===== config.mk =====
export PLATFORM = sky130hd
export DESIGN_NAME = wu_fetch
export DESIGN_NICKNAME = d
export VERILOG_FILES = /design/src/rtl/wu_fetch_pkg.sv /design/src/rtl/wu_fetch_counter.sv /design/src/rtl/wu_fetch.sv
export SDC_FILE = /design/constraint.sdc
export NUM_CORES = 1
export LEC_CHECK = 0
export ABC_AREA = 1
export CAP_MARGIN = 20
export CORE_MARGIN = 8
export CORE_UTILIZATION = 35
export CTS_CLUSTER_SIZE = 28
export DETAILED_ROUTE_END_ITERATION = 16
export HOLD_SLACK_MARGIN = 0.06
export PLACE_DENSITY_LB_ADDON = 0.05
export SKIP_CTS_REPAIR_TIMING = 1
export SYNTH_ARGS = -nofsm -noshare
export SYNTH_HDL_FRONTEND = slang
export SYNTH_SLANG_ARGS = --single-unit

===== constraint.sdc =====
create_clock -name clk -period 2.34 [get_ports clk]
set_input_delay 0.468 -clock clk [delete_from_list [all_inputs] [get_ports clk]]
set_output_delay 0.468 -clock clk [all_outputs]
set_load 0.01 [all_outputs]

===== src/rtl/wu_fetch_pkg.sv =====
`default_nettype none
// wu_fetch_pkg: shared widths and FSM encoding for the WU instruction fetch stage.
// Rev 1.0
package wu_fetch_pkg;

   localparam int MGR_WU_ADDRESS_RANGE = 10;
   localparam int WUF_CNT_RANGE        = MGR_WU_ADDRESS_RANGE + 1;
   localparam int MGR_MGR_ID_W         = 8;

   typedef enum logic [1:0] {
      WUF_IDLE  = 2'd0,
      WUF_FETCH = 2'd1,
      WUF_DONE  = 2'd2
   } wuf_state_e;

endpackage
`default_nettype wire


===== src/rtl/wu_fetch_counter.sv =====
`default_nettype none
// wu_fetch_counter: fetch address / remaining-instruction counter pair.
// Rev 1.0
module wu_fetch_counter
   import wu_fetch_pkg::*;
#(
   parameter int ADDR_W = MGR_WU_ADDRESS_RANGE,
   parameter int CNT_W  = WUF_CNT_RANGE
) (
   input  logic              clk,
   input  logic              reset_poweron,
   input  logic              load_i,
   input  logic [ADDR_W-1:0] load_addr_i,
   input  logic [CNT_W-1:0]  load_cnt_i,
   input  logic              step_i,
   output logic [ADDR_W-1:0] addr_o,
   output logic [CNT_W-1:0]  remaining_o
);

   logic [ADDR_W-1:0] addr_q, addr_d;
   logic [CNT_W-1:0]  remaining_q, remaining_d;

   always_comb begin
      addr_d      = addr_q;
      remaining_d = remaining_q;
      if (load_i) begin
         addr_d      = load_addr_i;
         remaining_d = load_cnt_i;
      end else if (step_i) begin
         // Address wraps naturally at the top of the WU memory.
         addr_d      = addr_q + 1'b1;
         remaining_d = remaining_q - 1'b1;
      end
   end

   always_ff @(posedge clk or negedge reset_poweron) begin
      if (!reset_poweron) begin
         addr_q      <= '0;
         remaining_q <= '0;
      end else begin
         addr_q      <= addr_d;
         remaining_q <= remaining_d;
      end
   end

   assign addr_o      = addr_q;
   assign remaining_o = remaining_q;

endmodule
`default_nettype wire


===== src/rtl/wu_fetch.sv =====
`default_nettype none
// wu_fetch: WU instruction fetch stage; issues sequential reads to WU memory per run.
// Rev 1.0
module wu_fetch
   import wu_fetch_pkg::*;
#(
   parameter int ADDR_W = MGR_WU_ADDRESS_RANGE,
   parameter int CNT_W  = ADDR_W + 1,
   parameter int ID_W   = MGR_MGR_ID_W
) (
   input  logic              clk,
   input  logic              reset_poweron,
   input  logic [ID_W-1:0]   sys__mgr__mgrId,
   input  logic              seq__wuf__start,
   input  logic [ADDR_W-1:0] seq__wuf__start_addr,
   input  logic [CNT_W-1:0]  seq__wuf__num_inst,
   output logic              wuf__seq__busy,
   output logic              wuf__seq__done,
   output logic              wuf__seq__aborted,
   input  logic              wud__wuf__abort,
   output logic [ADDR_W-1:0] wuf__wum__addr,
   output logic              wuf__wum__read,
   input  logic              wum__wuf__stall,
   output logic [ID_W-1:0]   wuf__dbg__mgrId
);

   wuf_state_e        state_q, state_d;
   logic              abort_flag_q, abort_flag_d;
   logic              issue;
   logic              load;
   logic [ADDR_W-1:0] addr_cnt;
   logic [CNT_W-1:0]  remaining;

   logic              read_q;
   logic [ADDR_W-1:0] addr_out_q;
   logic              busy_q;
   logic              done_q;
   logic              aborted_q;
   logic [ID_W-1:0]   mgr_id_q;

   assign load = (state_q == WUF_IDLE) && seq__wuf__start;

   wu_fetch_counter #(
      .ADDR_W (ADDR_W),
      .CNT_W  (CNT_W)
   ) u_counter (
      .clk           (clk),
      .reset_poweron (reset_poweron),
      .load_i        (load),
      .load_addr_i   (seq__wuf__start_addr),
      .load_cnt_i    (seq__wuf__num_inst),
      .step_i        (issue),
      .addr_o        (addr_cnt),
      .remaining_o   (remaining)
   );

   always_comb begin
      state_d      = state_q;
      abort_flag_d = abort_flag_q;
      issue        = 1'b0;
      case (state_q)
         WUF_IDLE: begin
            if (seq__wuf__start) begin
               abort_flag_d = 1'b0;
               state_d      = (seq__wuf__num_inst == '0) ? WUF_DONE : WUF_FETCH;
            end
         end
         WUF_FETCH: begin
            // Abort wins over a coincident issue, including the final one.
            if (wud__wuf__abort) begin
               abort_flag_d = 1'b1;
               state_d      = WUF_DONE;
            end else if (!wum__wuf__stall && (remaining != '0)) begin
               issue = 1'b1;
               if (remaining == CNT_W'(1)) begin
                  state_d = WUF_DONE;
               end
            end
         end
         WUF_DONE: state_d = WUF_IDLE;
         default:  state_d = WUF_IDLE;
      endcase
   end

   always_ff @(posedge clk or negedge reset_poweron) begin
      if (!reset_poweron) begin
         state_q      <= WUF_IDLE;
         abort_flag_q <= 1'b0;
         read_q       <= 1'b0;
         addr_out_q   <= '0;
         busy_q       <= 1'b0;
         done_q       <= 1'b0;
         aborted_q    <= 1'b0;
         mgr_id_q     <= '0;
      end else begin
         state_q      <= state_d;
         abort_flag_q <= abort_flag_d;
         read_q       <= issue;
         if (issue) begin
            addr_out_q <= addr_cnt;
         end
         // Busy stays up through the cycle the done pulse is visible.
         busy_q       <= (state_d != WUF_IDLE) || (state_q == WUF_DONE);
         done_q       <= (state_q == WUF_DONE);
         aborted_q    <= (state_q == WUF_DONE) && abort_flag_q;
         mgr_id_q     <= sys__mgr__mgrId;
      end
   end

   assign wuf__wum__read    = read_q;
   assign wuf__wum__addr    = addr_out_q;
   assign wuf__seq__busy    = busy_q;
   assign wuf__seq__done    = done_q;
   assign wuf__seq__aborted = aborted_q;
   assign wuf__dbg__mgrId   = mgr_id_q;

endmodule
`default_nettype wire


======== Yosys cells after proc, flatten, opt, wreduce, memory -nomap -nowiden ========
Index checks and enable logic that the tools add are counted.
word-level totals
  input port bits ......................... 34
  output and inout bits ................... 22
  register bits after elaboration ......... 46
  logic and storage cells ................. 45
operators by class
  $add $sub $neg .......................... 2
  equal/unequal tests ..................... 5
  reductions and logical operators ........ 12
  multiplexer cells ....................... 16
operator list
  operator                                                              count
  11-bit two-way mux                                                    2
  10-bit two-way mux                                                    2
  11-bit by 1-bit == test with 1-bit output, second input constant      1
  11-bit zero test                                                      1
  11-bit nonzero test                                                   1
  11-bit by 1-bit subtractor with 11-bit output, second input constant  1
  10-bit by 1-bit adder with 10-bit output, second input constant       1
  2-bit two-way mux                                                     5
  2-bit nonzero test                                                    3
  1-bit two-way mux                                                     5
  2-bit != test, second input constant                                  2
  2-bit one-hot mux with 2 select lines                                 1
  1-bit logical AND                                                     3
  3-bit AND reduction                                                   1
  2-bit by 1-bit == test with 1-bit output, second input constant       1
  2-bit == test, second input constant                                  1
  2-bit zero test                                                       1
  1-bit one-hot mux with 2 select lines                                 1
  1-bit zero test                                                       1
  1-bit logical OR                                                      1

======== Depth between registers and ports, before layout ========
  depth after elaboration ................. 7
  mapped depth ............................ 10
  gate-level depth less buffers ........... 9

======== Cells and area by module ========
Synthesis repeated with hierarchy kept, for this count alone.
unflattened totals
  cell total of the unflattened synthesis .. 280
  area, all modules ....................... 2283.4 um^2
modules (own cells, without submodules)
  module            sequential area each (um^2)  cells each  instances  area each (um^2)
  wu_fetch_counter  525.5                        175         1          1315.0
  wu_fetch          625.6                        105         1          968.4

======== Worst setup path before layout ========
Ideal clock, no wire load.
  kind .................................... register -> register
  start ................................... reg u_counter.remaining_q[0] (netlist: u_counter.remaining_o[0])
  end ..................................... reg u_counter.remaining_q[2] (netlist: u_counter.remaining_o[2])
  setup time .............................. 0.129 ns
  required time ........................... 2.211 ns
  period minus slack after synthesis ...... 1.450 ns
  setup slack ............................. 0.890 ns
  path buffers ............................ 2
  arrival time ............................ 1.321 ns
  cell stages (with the launch flop) ...... 11
  cells stage by stage .................... dfrtp_1 > inv_1 > ha_1 > nand2_1 > nor2_2 > nand2_2 > nand3_4 > buf_8 > buf_12 > nand3_2 > o211ai_2
between the ends
  longest elaborated chain between the ends .. 6
  elaborated cells between the ends (all ways) .. 9
  those cells by class .................... add/sub: 1; mux: 5; reduce/logical: 3
RTL lines
  item                                                                                                   line                    source
  start: declaration                                                                                     wu_fetch_counter.sv:21  logic [CNT_W-1:0] remaining_q, remaining_d;
  start signal: assignment                                                                               wu_fetch_counter.sv:42  remaining_q <= remaining_d;
  parallel branches: the longest is 6 deep, another holds 11-bit by 1-bit subtractor with 11-bit output  -
Several ways; the timed one is not identified. The select of a mux whose other input is x is not followed.
A chain may end at the register's enable or synchronous reset.

======== Worst setup path after layout ========
  start ................................... reg u_counter.remaining_q[0] (netlist: u_counter.remaining_o[0])
  end ..................................... reg u_counter.addr_q[0] (netlist: u_counter.addr_o[0])
between the ends
  longest elaborated chain between the ends .. 6
RTL lines
  item                          line                    source
  11-bit nonzero test           wu_fetch.sv:73          end else if (!wum__wuf__stall && (remaining != '0)) begin
  1-bit logical AND             wu_fetch.sv:73
  1-bit two-way mux             wu_fetch.sv:73
  1-bit two-way mux             wu_fetch.sv:70          if (wud__wuf__abort) begin
  1-bit two-way mux             wu_fetch.sv:61          case (state_q)
  2-bit nonzero test (no line)  -
  end signal: assignment        wu_fetch_counter.sv:41  addr_q <= addr_d;
  end: declaration              wu_fetch_counter.sv:20  logic [ADDR_W-1:0] addr_q, addr_d;
No other way between the ends.

==> metrics.md <==
| Metric | Value |
|---|---|
| CP max FO | 17 |
| Final RePlAce weighted congestion | roughly 0.8 |
| Worst IR Drop VDD | between 0.0003 and 0.0004 V |
| Initial Util | between 30% and 40% |
| Clk root buf | clkbuf_8 |
| HP Class | in2async |
| Via count | approximately 1900 |
| DR WL/cell | between 10 and 15 um |
| Drt total wl | between 5000 and 6000 um |
| CP peak stage delay | about 0.43 ns |
| Min cycle time layout | 1.812 ns |
| Mean Syn Cell Area | about 9 um2 |
| # DRC | 0 |
| Placement row count | 30 |
| Layout fillers | 678 |
| Starting DRT DRC Count | between 40 and 50 |
| Vias in the first global route | ~2000 |
| Critical path class | reg2reg |
| CP Data Required Time | roughly 2.5 ns |
| Post-Place Worst Slack | slightly below 0.4 ns |
| Crit path DAT | ~2 ns |
| Register bit total from synthesis | 46 |
| Pin count of the biggest net entering global routing | 47 |
| Final WS setup | 0.5278 ns |
| Cell Area, Synth | roughly 0.0024 mm2 |
| P&R area growth vs syn | 29.54% |
| RSZ-0062 raised after global routing | false |
| Final HPWL DP | 4061 um |
| Antenna violations before repair | 0 |
| Pleak | 1.398 nW |
| Syn Nets | 305 |
| Final Max Slew Viols | 0 |
| Power Density | roughly 1000 mW/mm2 |
| Hold Violations, Final | 0 |
| Max-Slew Margin vs Limit | 59.66% |
| Clock sinks | 46 |
| CTS tree | yes |
| Final Setup Violations | 0 |
| Post-layout util | 45.84% |
| Period Utilization, post-route | ~77% |
| CP most frequent cell | nand2_1 |
| Number of port buffers | 55 |
| Crit-path cells | inv_1 > ha_1 > nand2_1 > nor2_2 > nand2_2 > nand3_4 > buf_4 > nand2_1 > nand2_1 > o21ai_1 |
| Hold WS | ~0.25 ns |
| Sequential element share of the synthesized area | 48.96% |
| Layout cell share with drive strength beyond 1 | 11.96% |
| Outcome | finished clean |
| Die area | between 0.009 and 0.01 mm2 |
| CP max-delay cell | dfrtp_1 |
| First-pass GRT wire length | roughly 9600 um |
| Fmax | between 500 and 600 MHz |
| IO Pins | 56 |
| Clock Path Buffers | 2 |
| Global route overflow | 0 |
| First-pass DRT Iterations | 4 |
| Chip height | a little under 100 um |
| Actual slew at the worst max-slew pin | about 0.61 ns |
| H-tree levels | 2 |
| Die width | 97.96 um |
| N_diodes | 0 |
| Fin nets | 364 |
| Worst Skew | approximately 0.005 ns |
| Startpoint types | register |
| Max Cap Violations | 0 |
| Core Area | roughly 0.0066 mm2 |
| Netlist cell types | 25 |
| Critical Path Sink Type | register |
| CTS clk-pin slew, worst paths | approximately 0.090 ns |
| Total chip power | ~3.2 mW |
| Worst reg2reg setup slack | around 0.53 ns |
| Setup TNS | 0 ns |
| Total GRT Usage | around an eighth |
| Clk_lat worst skew | 0.30 ns |
| Post-synthesis cell count | around 270 |
| CTS Buf Count | 5 |
| Synthesis Warnings | 0 |
| Post-route ant nets | 0 |
| Post-DR vias/cell | approximately 4.6 |
-- worst paths after layout --
check                                         startpoint                   to  cells past startpoint
worst max-delay path            u_counter.remaining_o[0]  u_counter.addr_o[0]                     10
worst min-delay path                       reset_poweron   wuf__dbg__mgrId[1]                      2
worst max register to register  u_counter.remaining_o[0]  u_counter.addr_o[0]                     10
worst min register to register         wuf__wum__addr[1]    wuf__wum__addr[1]                      2
max in group asynchronous                  reset_poweron    wuf__wum__addr[1]                      2
min in group clk                       wuf__wum__addr[1]    wuf__wum__addr[1]                      2
-- registers in the layout, summed over array words and instances (netlist names) --
register / cells
abort_flag_q: 1
u_counter.addr_o: 10
wuf__seq__aborted: 1
wuf__dbg__mgrId: 8
wuf__seq__done: 1
wuf__wum__addr: 10
u_counter.remaining_o: 11
wuf__seq__busy: 1
wuf__wum__read: 1
state_q: 2
-- worst max-delay path, delay by kind of cell, from the launching register on --
kind	cells	cell delay [ns]
buf+inv	2	0.45
compound gates	1	0.05
fa+ha+maj	1	0.20
simple gates	6	0.58
flops	1	0.43
-- area by class of cell --
class	instances	area, um2	area share (%)
clock inverters	1	7.507	0.2465
inverters	22	82.58	2.712
multi-input cells	189	1033	33.94
flip-flops and latches	46	1151	37.80
clock buffers	6	72.57	2.383
well taps	80	100.1	3.287
repair buffers	62	598.1	19.64
-- metrics by stage --
step	cells	area, um2
after floorplan	267	2351
after global placement	399	2965
after detailed placement	399	2965
after CTS	406	3045
after global routing	406	3045
final	406	3045
-- cell families after synthesis --
kind of cell             count (synthesis)  synth area share (%)
AND/OR/NAND/NOR                        154                 30.60
XOR/XNOR                                11                 4.098
flip-flops                              46                 48.96
buffers and inverters                   32                 7.078
AO/OA/AOI/OAI                           20                 7.131
adder cells (fa/ha/maj)                  4                 2.129
-- cells in the mapped netlist, drive strengths merged --
master	n	area, um2
nand2	76	287.8
dfrtp	46	1151
nand3	44	272.8
nor2	26	112.6
inv	22	82.58
o21ai	11	55.05
o211ai	9	112.6
buf	7	72.56
xnor2	6	52.55
xor2	5	43.79
ha	4	50.05
nor3	4	20.02
clkbuf	3	11.26
nand4	3	18.77
nor3b	1	7.510
-- layout by cell type (no fill, tap or decap), types with 3 or more instances in the layout --
master / synthesis / layout
ha_1: 4 / 4
o21ai_1: 8 / 8
clkbuf_8: 0 / 5
nor2_2: 3 / 3
nand3_2: 8 / 8
clkdlybuf4s50_1: 0 / 54
xnor2_1: 6 / 6
nor2_1: 22 / 22
xor2_1: 5 / 5
nor3_1: 4 / 4
nand2_1: 75 / 75
nand4_1: 3 / 3
dfrtp_1: 46 / 46
o21ai_0: 3 / 3
o211ai_2: 9 / 9
inv_1: 20 / 20
buf_4: 0 / 7
nand3_1: 35 / 35
-- layer usage --
| layer | vias to the layer above | global-route usage [%] | wire (um) |
|---|---|---|---|
| li1 | 980 | - | - |
| met1 | 857 | 14.46 | 2447 |
| met2 | 33 | 20.44 | 2661 |
| met3 | 6 | 3.841 | 288 |
| met4 | 0 | 3.237 | 51 |
| met5 | - | 0 | 0 |
-- power breakdown --
group	switching [mW]	total [mW]	internal [mW]
registers	0.272	1.36	1.09
clock network	0.269	0.474	0.205
logic	0.700	1.34	0.643
total	1.24	3.18	1.94
(Power assumes the default switching activity.)
